--- config.mk ---
export PLATFORM = sky130hd
export DESIGN_NAME = dut_clk_sequencer
export DESIGN_NICKNAME = d
export VERILOG_FILES = /design/src/rtl/dut_clk_sequencer.sv
export SDC_FILE = /design/constraint.sdc
export NUM_CORES = 1
export LEC_CHECK = 0
export BUFFER_PORTS_ARGS = -buffer_cell sky130_fd_sc_hd__buf_4
export CAP_MARGIN = 40
export CORE_MARGIN = 4
export CORE_UTILIZATION = 45
export CTS_BUF_LIST = sky130_fd_sc_hd__clkbuf_8 sky130_fd_sc_hd__clkbuf_16
export CTS_CLUSTER_DIAMETER = 80
export CTS_CLUSTER_SIZE = 25
export DETAILED_ROUTE_END_ITERATION = 10
export HOLD_SLACK_MARGIN = 0.12
export PLACE_DENSITY = 0.61
export SLEW_MARGIN = 20
export SYNTH_ARGS = -nofsm -noshare
export SYNTH_HDL_FRONTEND = slang
export SYNTH_SLANG_ARGS = --single-unit
--- constraint.sdc ---
create_clock -name CLK -period 5.85 [get_ports CLK]
set_input_delay 0.2925 -clock CLK [delete_from_list [all_inputs] [get_ports CLK]]
set_output_delay 0.2925 -clock CLK [all_outputs]
set_load 0.01 [all_outputs]
--- src/rtl/dut_clk_sequencer.sv ---
// DUT clock/reset sequencer: holds the DUT in reset for 2^DELAY_BIT cycles, then
// produces a divided DUT clock that can free-run, single-step or halt cleanly.
`timescale 1ns/1ps
module dut_clk_sequencer #(
  parameter int DIV_W       = 16,
  parameter int DEFAULT_DIV = 6000,
  parameter int DELAY_BIT   = 15
) (
  input  logic             CLK,
  input  logic             rst_n,
  input  logic             run,
  input  logic             step_req,
  input  logic             reset_req,
  input  logic             div_load,
  input  logic [DIV_W-1:0] div_value,
  output logic             clk_dut,
  output logic             rst_dut,
  output logic             step_done,
  output logic             load_err,
  output logic [1:0]       state,
  output logic [15:0]      cycle_count
);

  typedef enum logic [1:0] {
    S_HOLD = 2'd0,
    S_HALT = 2'd1,
    S_RUN  = 2'd2,
    S_STEP = 2'd3
  } state_t;

  localparam logic [DELAY_BIT-1:0] DELAY_LAST = {DELAY_BIT{1'b1}};
  localparam logic [DIV_W-1:0]     DIV_RESET  = DIV_W'(DEFAULT_DIV);

  state_t             state_r, state_s;
  logic [DELAY_BIT-1:0] delay_cnt_r, delay_cnt_s;
  logic [DIV_W-1:0]   div_r, div_s;
  logic [DIV_W-1:0]   div_cnt_r, div_cnt_s;
  logic               clk_dut_r, clk_dut_s;
  logic               rst_dut_r, rst_dut_s;
  logic               step_done_r, step_done_s;
  logic               load_err_r, load_err_s;
  logic [15:0]        cycle_count_r, cycle_count_s;
  logic               tick_s;

  assign tick_s = (div_cnt_r == div_r);

  // Next-state and next-output computation; reset_req overrides everything.
  always_comb begin
    state_s       = state_r;
    delay_cnt_s   = delay_cnt_r;
    div_cnt_s     = div_cnt_r;
    clk_dut_s     = clk_dut_r;
    step_done_s   = 1'b0;
    cycle_count_s = cycle_count_r;
    if (reset_req) begin
      state_s       = S_HOLD;
      delay_cnt_s   = {DELAY_BIT{1'b0}};
      div_cnt_s     = {DIV_W{1'b0}};
      clk_dut_s     = 1'b0;
      cycle_count_s = 16'd0;
    end else begin
      case (state_r)
        S_HOLD: begin
          clk_dut_s = 1'b0;
          div_cnt_s = {DIV_W{1'b0}};
          if (delay_cnt_r == DELAY_LAST) begin
            state_s     = S_HALT;
            delay_cnt_s = {DELAY_BIT{1'b0}};
          end else begin
            delay_cnt_s = delay_cnt_r + 1'b1;
          end
        end
        S_HALT: begin
          clk_dut_s = 1'b0;
          div_cnt_s = {DIV_W{1'b0}};
          if (run) begin
            state_s = S_RUN;
          end else if (step_req) begin
            state_s = S_STEP;
          end else begin
            state_s = S_HALT;
          end
        end
        S_RUN: begin
          // A high phase in progress is always allowed to finish before halting.
          if (!run && !clk_dut_r) begin
            state_s   = S_HALT;
            div_cnt_s = {DIV_W{1'b0}};
          end else if (tick_s) begin
            clk_dut_s = ~clk_dut_r;
            div_cnt_s = {DIV_W{1'b0}};
            if (clk_dut_r && !run) begin
              state_s = S_HALT;
            end else begin
              state_s = S_RUN;
            end
          end else begin
            div_cnt_s = div_cnt_r + 1'b1;
          end
        end
        S_STEP: begin
          if (tick_s) begin
            clk_dut_s = ~clk_dut_r;
            div_cnt_s = {DIV_W{1'b0}};
            if (clk_dut_r) begin
              state_s     = S_HALT;
              step_done_s = 1'b1;
            end else begin
              state_s = S_STEP;
            end
          end else begin
            div_cnt_s = div_cnt_r + 1'b1;
          end
        end
        default: begin
          state_s     = S_HOLD;
          delay_cnt_s = {DELAY_BIT{1'b0}};
          div_cnt_s   = {DIV_W{1'b0}};
          clk_dut_s   = 1'b0;
        end
      endcase
      if (clk_dut_s && !clk_dut_r) begin
        cycle_count_s = cycle_count_r + 16'd1;
      end else begin
        cycle_count_s = cycle_count_r;
      end
    end
  end

  // Divider load arbitration: only a clean HALT cycle may change the divider.
  always_comb begin
    load_err_s = div_load && (reset_req || (state_r != S_HALT));
    if (div_load && !load_err_s) begin
      div_s = div_value;
    end else begin
      div_s = div_r;
    end
    rst_dut_s = (state_s == S_HOLD);
  end

  // State, counter and output registers.
  always_ff @(posedge CLK or negedge rst_n) begin
    if (!rst_n) begin
      state_r       <= S_HOLD;
      delay_cnt_r   <= {DELAY_BIT{1'b0}};
      div_r         <= DIV_RESET;
      div_cnt_r     <= {DIV_W{1'b0}};
      clk_dut_r     <= 1'b0;
      rst_dut_r     <= 1'b1;
      step_done_r   <= 1'b0;
      load_err_r    <= 1'b0;
      cycle_count_r <= 16'd0;
    end else begin
      state_r       <= state_s;
      delay_cnt_r   <= delay_cnt_s;
      div_r         <= div_s;
      div_cnt_r     <= div_cnt_s;
      clk_dut_r     <= clk_dut_s;
      rst_dut_r     <= rst_dut_s;
      step_done_r   <= step_done_s;
      load_err_r    <= load_err_s;
      cycle_count_r <= cycle_count_s;
    end
  end

  assign clk_dut     = clk_dut_r;
  assign rst_dut     = rst_dut_r;
  assign step_done   = step_done_r;
  assign load_err    = load_err_r;
  assign state       = state_r;
  assign cycle_count = cycle_count_r;

endmodule

==> reports/results.txt <==
status - completed
Setup WS pre-CTS - 2670 ps
minimum clock period - 3190 ps
per-cell routed wire length - 16.2 µm
total wire length - 8.12 mm
CP Cell Sequence - xnor2_1 -> nand4_1 -> nor4_4 -> buf_6 -> ha_1 -> o211ai_4 -> or4_4 -> nor3_1 -> mux2_2
max cap viols - 0
n_diodes - 0
antenna violations before repair - 0
synthesized flop and latch total - 69
CP arrival - 3420 ps
CTS resizes - 0
Antenna Nets Post-Route - 0
vias per inst - 5.75
Final Total Pwr - 1.03 mW
GPL Wtd Cong - 0.821
Compound-Gate Fraction of Synth Area - 0.102
clock net sink count - 69
area grow syn2layout - 19.3%
Post-synth EDFFs - 0
DRC Markers - 0
Clock Pin Slew Worst Setup and Hold Paths - 80 ps
Avg Inst Size Synth - 10.4 µm²
Leakage - 1.77 nW
RSZ-0062 raised after global routing - false
sequential area share after synthesis - 0.476
total grt overflow - 0
Worst IR Drop VDD - 0.145 mV
Synth area leader - dfrtp_1
Setup Skew - 10.6 ps
vias in the first global route - 2,854
kind of critical path - flip-flop to flip-flop
largest net degree at the start of global routing - 51
layout cells sized above 1 - 0.248
Rel. slew slack - 0.530
Synth Flop Type - dfrtp_1
clock root cell - clkbuf_8
Starting DRT DRC Count - 125
crit path launch type - flip-flop
CTS tree - yes
Critical Path Max Stage Delay - 590 ps
Core Area - 7810 µm²
via count - 2,882
syn_nets - 375
Async S/R FF share, synth - 1.00
setup ws final - 2660 ps
CP bufs+invs - 1
final layout net count - 420
DRT Pass-1 Iters - 4
largest family of logic cells by synthesized area - simple AND/OR/NAND/NOR gates
CTS Buf Count - 9
multiplexer share of the synthesized area - 0.0587
GRT Resource Usage Total - 0.181
initial core utilization - 0.467
Fin Setup TNS - 0 ps
PortBufs - 43
count of final setup violators - 0
top cells by count, synth - 61 x dfrtp_1, 30 x xnor2_1, 26 x nor2_1
Synth Area in XOR/XNOR - 0.0937
Skew-Pair Late Insertion Delay - 340 ps
Synth warnings - 0
P per Cell Area - 237 nW/µm²
min-delay worst type - input port to flip-flop
period utilization - 0.545
maximum buffer depth of the clock tree - 2
detailed placement HPWL - 5.71 mm
largest cells by area after synthesis - dfrtp_1 42%, xnor2_1 7.2%, mux2_2 5.9%
Slowest cell on crit path - or4_4
Ports - 44
Die Ht - 98.0 µm
Die Area - 9610 µm²
CP top delay family - simple AND/OR/NAND/NOR gates
Slew Viols, Final - 0
Crit. End Element - flip-flop
post-synthesis adder-cell area fraction - 0.0137
worst hold slack - 182 ps
worst-path maximum fanout - 12
row cnt - 32
post-synth top area share - 0.419
worst-margin pin slew - 703 ps
Worst EP required - 6080 ps
Die Width - 98.0 µm
Post-Syn Area - 3650 µm²
Max H-tree Level - 3
first-pass GRT wire length - 14.4 mm
Unique masters post-synth - 48
count leader, synth - dfrtp_1
Mapped Cells - 349
Synth Area in Simple Gates - 0.224
Final Hold Fails - 0
Peak Freq - 0.314 GHz
[per-layer routing]
layer,routed length (µm),global-route usage
met1,3740,0.254
met2,3860,0.281
met3,417,0.0486
met4,102,0.0437
met5,0,0
[placed cells by master, fill, tap and decap left out, types with 2 or more instances in the layout]
| master | Yosys | layout |
|---|---|---|
| or3_1 | 6 | 6 |
| o21ai_0 | 7 | 7 |
| buf_4 | 1 | 45 |
| or4_1 | 2 | 2 |
| nor3b_1 | 3 | 3 |
| a211oi_1 | 4 | 4 |
| clkbuf_8 | 0 | 10 |
| nor4_1 | 13 | 13 |
| nand2_1 | 17 | 17 |
| o21a_1 | 3 | 3 |
| inv_1 | 12 | 13 |
| nor3_1 | 21 | 21 |
| nand3_1 | 19 | 19 |
| mux2_2 | 19 | 19 |
| dfstp_2 | 8 | 8 |
| xor2_1 | 9 | 9 |
| buf_6 | 0 | 2 |
| nor4_4 | 3 | 3 |
| a21oi_1 | 7 | 7 |
| and3_1 | 2 | 2 |
| nor2_1 | 26 | 26 |
| o311ai_0 | 3 | 3 |
| ha_1 | 4 | 4 |
| and2_1 | 5 | 5 |
| and4_1 | 2 | 2 |
| a22o_1 | 2 | 2 |
| a21o_1 | 6 | 6 |
| nand4_1 | 18 | 18 |
| dfrtp_1 | 61 | 61 |
| xnor2_1 | 30 | 30 |
| o31ai_1 | 6 | 6 |
| bufinv_16 | 0 | 3 |
[cells by family (layout without fill, tap and decap cells)]
kind of cell / count (synthesis) / count (layout)
AO/OA/AOI/OAI: 49 / 49
XOR/XNOR: 39 / 39
adder cells (fa/ha/maj): 4 / 4
buffers and inverters: 27 / 77
flip-flops: 69 / 69
multiplexers: 19 / 19
AND/OR/NAND/NOR: 142 / 142
[stage by stage]
stage	std cells	instance area, µm²	utilization
final	501	4350	0.557
after global routing	501	4350	0.557
after CTS	500	4340	0.556
after detailed placement	483	4090	0.523
after global placement	479	4030	0.516
after floorplan	349	3650	-
[path summary, 6_finish.rpt]
path	start	endpoint	slack (ps)	cells after the start
max	div_r[5]	cycle_count[12]	2660	9
min	div_value[13]	div_r[13]	180	2
max reg2reg	div_r[5]	cycle_count[12]	2660	9
min reg2reg	div_r[2]	div_r[2]	540	1
max in group asynchronous	rst_n	div_r[8]	4910	3
min in group asynchronous	rst_n	div_r[14]	370	2
[what timing repair did]
action                                  CTS  global route
buffers inserted                          0             0
hold buffers                              1             0
hold endpoints to repair                 19             0
endpoints found under the setup margin    0             0
[sequential cells by signal (all words and copies together), names as in the netlist]
signal       count
cycle_count     16
div_cnt_r       16
div_r           16
delay_cnt_r     15
state            2
clk_dut          1
load_err         1
rst_dut          1
step_done        1
[final cells by class]
cell class / count / area (µm²)
clock buffer: 10 / 138
clock inverter: 6 / 110
inverter: 12 / 45.0
tap: 102 / 128
fill: 695 / 3460
sequential: 69 / 1740
multi-input combinational: 253 / 1800
timing repair buffer: 49 / 398
[where the power goes]
part | switching (mW) | internal [mW] | leakage [nW]
sequential | 0.00674 | 0.485 | 0.926
clock | 0.186 | 0.295 | 0.124
combinational | 0.0303 | 0.0256 | 0.720
Power figures use the tool's default switching activity.
